<file path="src/rtl/rom_bus_if.sv">
// ROM-side bus interface for a 4-bit CPU: address capture, fetch drive over M1/M2,
// SRC/WRR/RDR handling of the 4-bit I/O port.
module rom_bus_if #(
  parameter logic [3:0] CHIP_ID = 4'h0
) (
  input  logic        clk,
  input  logic        rst_n,
  input  logic        step,
  input  logic        sync,
  input  logic        cm_rom,
  input  logic [3:0]  d_in,
  output logic [3:0]  d_out,
  output logic        d_oe,
  output logic [11:0] rom_addr,
  input  logic [7:0]  rom_data,
  input  logic [3:0]  io_in,
  output logic [3:0]  io_out
);

  typedef enum logic [3:0] {IDLE, A1, A2, A3, M1, M2, X1, X2, X3} state_t;

  localparam logic [7:0] OP_WRR = 8'hE0;
  localparam logic [7:0] OP_RDR = 8'hEA;

  state_t      state, nxt;
  logic        sel, io_sel;
  logic [3:0]  addr_lo, addr_mid;
  logic [7:0]  opcode;
  logic        d_oe_q;
  logic [3:0]  d_out_q;
  logic        sel_nxt, drv_nxt, is_src, rdr_drv;
  logic [3:0]  dout_nxt;

  always_comb begin
    nxt = state;
    if (step) begin
      if (sync) nxt = A1;
      else begin
        case (state)
          A1:      nxt = A2;
          A2:      nxt = A3;
          A3:      nxt = M1;
          M1:      nxt = M2;
          M2:      nxt = X1;
          X1:      nxt = X2;
          X2:      nxt = X3;
          default: nxt = IDLE;
        endcase
      end
    end
  end

  // Output registers are decoded from the next state; they reload every clk so
  // the fetch nibble follows rom_data once it settles after the A3 address update.
  always_comb begin
    sel_nxt  = (step && state == A3) ? (cm_rom && d_in == CHIP_ID) : sel;
    drv_nxt  = sel_nxt && (nxt == M1 || nxt == M2);
    dout_nxt = 4'h0;
    if (drv_nxt) dout_nxt = (nxt == M1) ? rom_data[7:4] : rom_data[3:0];
  end

  assign is_src  = (opcode[7:4] == 4'h2) && opcode[0];
  assign rdr_drv = (state == X2) && (opcode == OP_RDR) && io_sel;

  always_ff @(posedge clk or negedge rst_n) begin
    if (!rst_n) begin
      state    <= IDLE;
      sel      <= 1'b0;
      io_sel   <= 1'b0;
      addr_lo  <= 4'h0;
      addr_mid <= 4'h0;
      rom_addr <= 12'h000;
      opcode   <= 8'h00;
      io_out   <= 4'h0;
      d_oe_q   <= 1'b0;
      d_out_q  <= 4'h0;
    end else begin
      state   <= nxt;
      sel     <= sel_nxt;
      d_oe_q  <= drv_nxt;
      d_out_q <= dout_nxt;
      if (step) begin
        case (state)
          A1: addr_lo  <= d_in;
          A2: addr_mid <= d_in;
          A3: rom_addr <= {d_in, addr_mid, addr_lo};
          // When selected, the bus carries our own ROM nibble, i.e. rom_data.
          M1: opcode[7:4] <= sel ? rom_data[7:4] : d_in;
          M2: opcode[3:0] <= sel ? rom_data[3:0] : d_in;
          X2: begin
            if (is_src && cm_rom) io_sel <= (d_in == CHIP_ID);
            if (opcode == OP_WRR && io_sel) io_out <= d_in;
          end
          default: ;
        endcase
      end
    end
  end

  assign d_oe  = d_oe_q | rdr_drv;
  assign d_out = rdr_drv ? io_in : d_out_q;

endmodule

</file>
<file path="config.mk">
export PLATFORM = sky130hd
export DESIGN_NAME = rom_bus_if
export DESIGN_NICKNAME = d
export VERILOG_FILES = /design/src/rtl/rom_bus_if.sv
export SDC_FILE = /design/constraint.sdc
export NUM_CORES = 1
export LEC_CHECK = 0
export ABC_AREA = 1
export BUFFER_PORTS_ARGS = -buffer_cell sky130_fd_sc_hd__clkbuf_2
export CORE_AREA = 2 2 96 61
export DETAILED_ROUTE_END_ITERATION = 10
export DIE_AREA = 0 0 98 63
export PLACE_DENSITY_LB_ADDON = 0.25
export SLEW_MARGIN = 10
export SYNTH_ARGS = -nofsm -noshare
export SYNTH_HDL_FRONTEND = slang
export SYNTH_SLANG_ARGS = --single-unit
</file>
<file path="constraint.sdc">
create_clock -name clk -period 1.9 [get_ports clk]
set_clock_uncertainty 0.15 [all_clocks]
set_input_delay 0.38 -clock clk [delete_from_list [all_inputs] [get_ports clk]]
set_output_delay 0.38 -clock clk [all_outputs]
set_load 0.02 [all_outputs]
</file>
==> metrics.csv <==
metric;value;unit
Hold Vio Cnt, Final;0;
maximum number of pins on one net before global-route repair;21;
number of warnings issued by yosys;0;
Overflow after GRT;0;
cell type contributing the most total cell area after synthesis;sky130_fd_sc_hd__dfrtp_1;
dominant register cell in the synthesized netlist;sky130_fd_sc_hd__dfrtp_1;
Synth Net Count;266;
remaining design rule violation count;0;
number of top-level design ports;42;
half-perimeter wire length after detailed placement;3.75;mm
wire length of the first global-routing pass;8.40;mm
number of CTS-inserted buffers;5;
synth-to-layout area growth;29.7;%
final period utilization;111;%
met1 wire length;2.61;mm
cell depth of the worst min-delay path;3;
WS Path Type;reg -> out;
WHS;179;ps
root buf cell;sky130_fd_sc_hd__clkbuf_8;
Peak supply drop;0.383;mV
total die area;6170;um^2
cell area after placement;2420;um^2
CTS tree;built;
detailed-route vias per instance;4.79;
die extent in x;98;um
register bit total from synthesis;43;
Worst Setup End Kind;output pin;
latest clock arrival within the worst-skew pair;290;ps
Critical Path RT;1370;ps
total inserted antenna cells;0;
height of the chip;63;um
Max-Cap Viols;0;
number of cell instances on the worst register-to-register path;9;
arrival time of the worst setup path;1580;ps
gate count of the mapped netlist;245;
Total Routed Length;4.92;mm
violations in the final reports;negative setup slack;
number of antenna violations at the first check in global routing;0;
H-Tree Level Count;2;
worst-case headroom to the max-slew limit;67.0;%
setup repair after global routing missed its margin;yes;
Clock transition at path regs;80;ps
fill cell total of the finished layout;527;
FFs w/ async S/R, synth;100;%
post-synthesis area per instance;8.34;um^2
Total Nets Final;326;
routed wire length on met3;250;um
top area cells in the synthesized netlist;sky130_fd_sc_hd__dfrtp_1, sky130_fd_sc_hd__nand2_1, sky130_fd_sc_hd__o21ai_0;
met2 routed WL;2.01;mm
count of antenna-violating nets left after detailed routing;0;
number of synthesized flops with an enable pin;0;
crit-path max FO;5;
worst hold path class;in -> reg;
Period minus WS final;2110;ps
final routed wire length divided by cell count;13.1;um
Initial DRC Count;84;
Synth top cells by count;sky130_fd_sc_hd__nand2_1, sky130_fd_sc_hd__dfrtp_1, sky130_fd_sc_hd__o21ai_0;
count of unique library cells instantiated by Yosys;22;
leakage power total;1.39;nW
initial core utilization;38.3;%
Least-Margin Pin Slew;495;ps
total power after layout;2.99;mW
area fraction of the dominant cell type after synthesis;52.6;%
run status;finished, violations left;
Global Route Usage Sum;17.2;%
kind of start point of the critical path;flop;
count of buffers inserted at the top-level ports;41;
PwrDens;1130;nW/um^2
area of the mapped netlist;2040;um^2
most instantiated library cell after synthesis;sky130_fd_sc_hd__nand2_1;
layout cell share with drive strength beyond 1;30.1;%
via count of the first global-routing pass;1704;
vias;1798;
number of iterations in the first detailed-routing pass;4;
Finished Cell Area;2650;um^2
GPL Wtd Cong;0.826;
total number of clock tree sinks;43;
Core Box Area;5330;um^2
num rows;21;
upper clock frequency limit;473;MHz
crit path setup slack, layout;-213;ps
max-slew violation count;0;
Clock Path Buffers;2;
endpoints failing setup;5;
highest metal used;met4;
part of the Yosys area used for sequential elements;52.6;%
[cell type report]
type                            instances  area (um^2)  area share (%)
Tap cell                               69         86.3            3.26
Multi-Input combinational cell        171          916            34.5
Clock buffer                            6         82.6            3.11
Sequential cell                        43         1080            40.6
Inverter                               30          113            4.25
Clock inverter                          2         35.0            1.32
Timing Repair Buffer                   54          343            12.9
[worst max-delay path, cell delays in order, from the launching register on]
cell and delay (ps):
sky130_fd_sc_hd__dfrtp_1 390, sky130_fd_sc_hd__inv_2 80, sky130_fd_sc_hd__nand2_4 50, sky130_fd_sc_hd__nor3_4 280, sky130_fd_sc_hd__nand3_4 160, sky130_fd_sc_hd__o21ai_2 170, sky130_fd_sc_hd__clkbuf_8 160
[cell families (layout without fill, tap and decap cells)]
| kind of cell | after synthesis | in the layout | synth area share (%) |
|---|---|---|---|
| AOI/OAI and AO/OA | 35 | 35 | 8.81 |
| and+or+nand+nor | 135 | 136 | 32.4 |
| DFF | 43 | 43 | 52.6 |
| buffers and inverters | 32 | 92 | 6.12 |
[placed cells by master (no fill, tap or decap), types with 5 or more instances in the layout]
| cell | Yosys | layout |
|---|---|---|
| sky130_fd_sc_hd__nand2_1 | 80 | 78 |
| sky130_fd_sc_hd__dfrtp_1 | 43 | 43 |
| sky130_fd_sc_hd__clkbuf_2 | 0 | 36 |
| sky130_fd_sc_hd__inv_1 | 27 | 25 |
| sky130_fd_sc_hd__o21ai_0 | 29 | 25 |
| sky130_fd_sc_hd__nor2_1 | 20 | 20 |
| sky130_fd_sc_hd__buf_4 | 1 | 12 |
| sky130_fd_sc_hd__nand4_1 | 8 | 8 |
| sky130_fd_sc_hd__clkbuf_8 | 0 | 8 |
| sky130_fd_sc_hd__nand2_2 | 5 | 5 |
| sky130_fd_sc_hd__inv_2 | 3 | 5 |
[registers in the layout, indices dropped and copies added (netlist names)]
name / cells
rom_addr: 12
opcode: 8
io_sel: 1
d_out_q: 4
addr_mid: 4
d_oe_q: 1
state: 4
io_out: 4
addr_lo: 4
sel: 1
[path summary, 6_finish.rpt]
kind,start,endpoint,slack (ps)
setup / recovery,state[3],d_out[0],-210
hold / removal,rom_data[4],d_out_q[0],180
setup reg to reg,state[2],d_out_q[1],260
hold reg to reg,addr_mid[0],rom_addr[4],330
max in group asynchronous,rst_n,state[2],680
min in group asynchronous,rst_n,rom_addr[2],430
[layer usage]
metal  vias up  GRT usage [%]
met4         0           4.69
met1       847           28.2
met2        42           22.2
li1        902              -
met3         7           3.69
met5         -              0
[metrics by stage]
| step | cells | utilization (%) | setup TNS, ps | setup slack (ps) |
|---|---|---|---|---|
| after floorplan | 245 | - | -282 | -70.6 |
| after CTS | 375 | 49.4 | -907 | -196 |
| final | 375 | 49.7 | -953 | -213 |
| after global placement | 364 | 45.3 | 0 | 1.89 |
| after global routing | 375 | 49.7 | -1480 | -322 |
| after detailed placement | 364 | 45.3 | 0 | 48.0 |
[timing repair]
action                     CTS  global route
setup endpoints to repair    5             5
hold buffers                 1             0
hold endpoints to repair    17             0
resized for setup           22             6
cloned                       1             0
pin swaps                    4             5
buffers inserted             1             0
[power breakdown]
part	internal, mW	total (mW)	leakage, nW	switching, mW
registers	1.19	1.37	0.554	0.187
clock network	0.426	0.738	0.0612	0.313
logic	0.319	0.876	0.775	0.557
(Power assumes the default switching activity.)
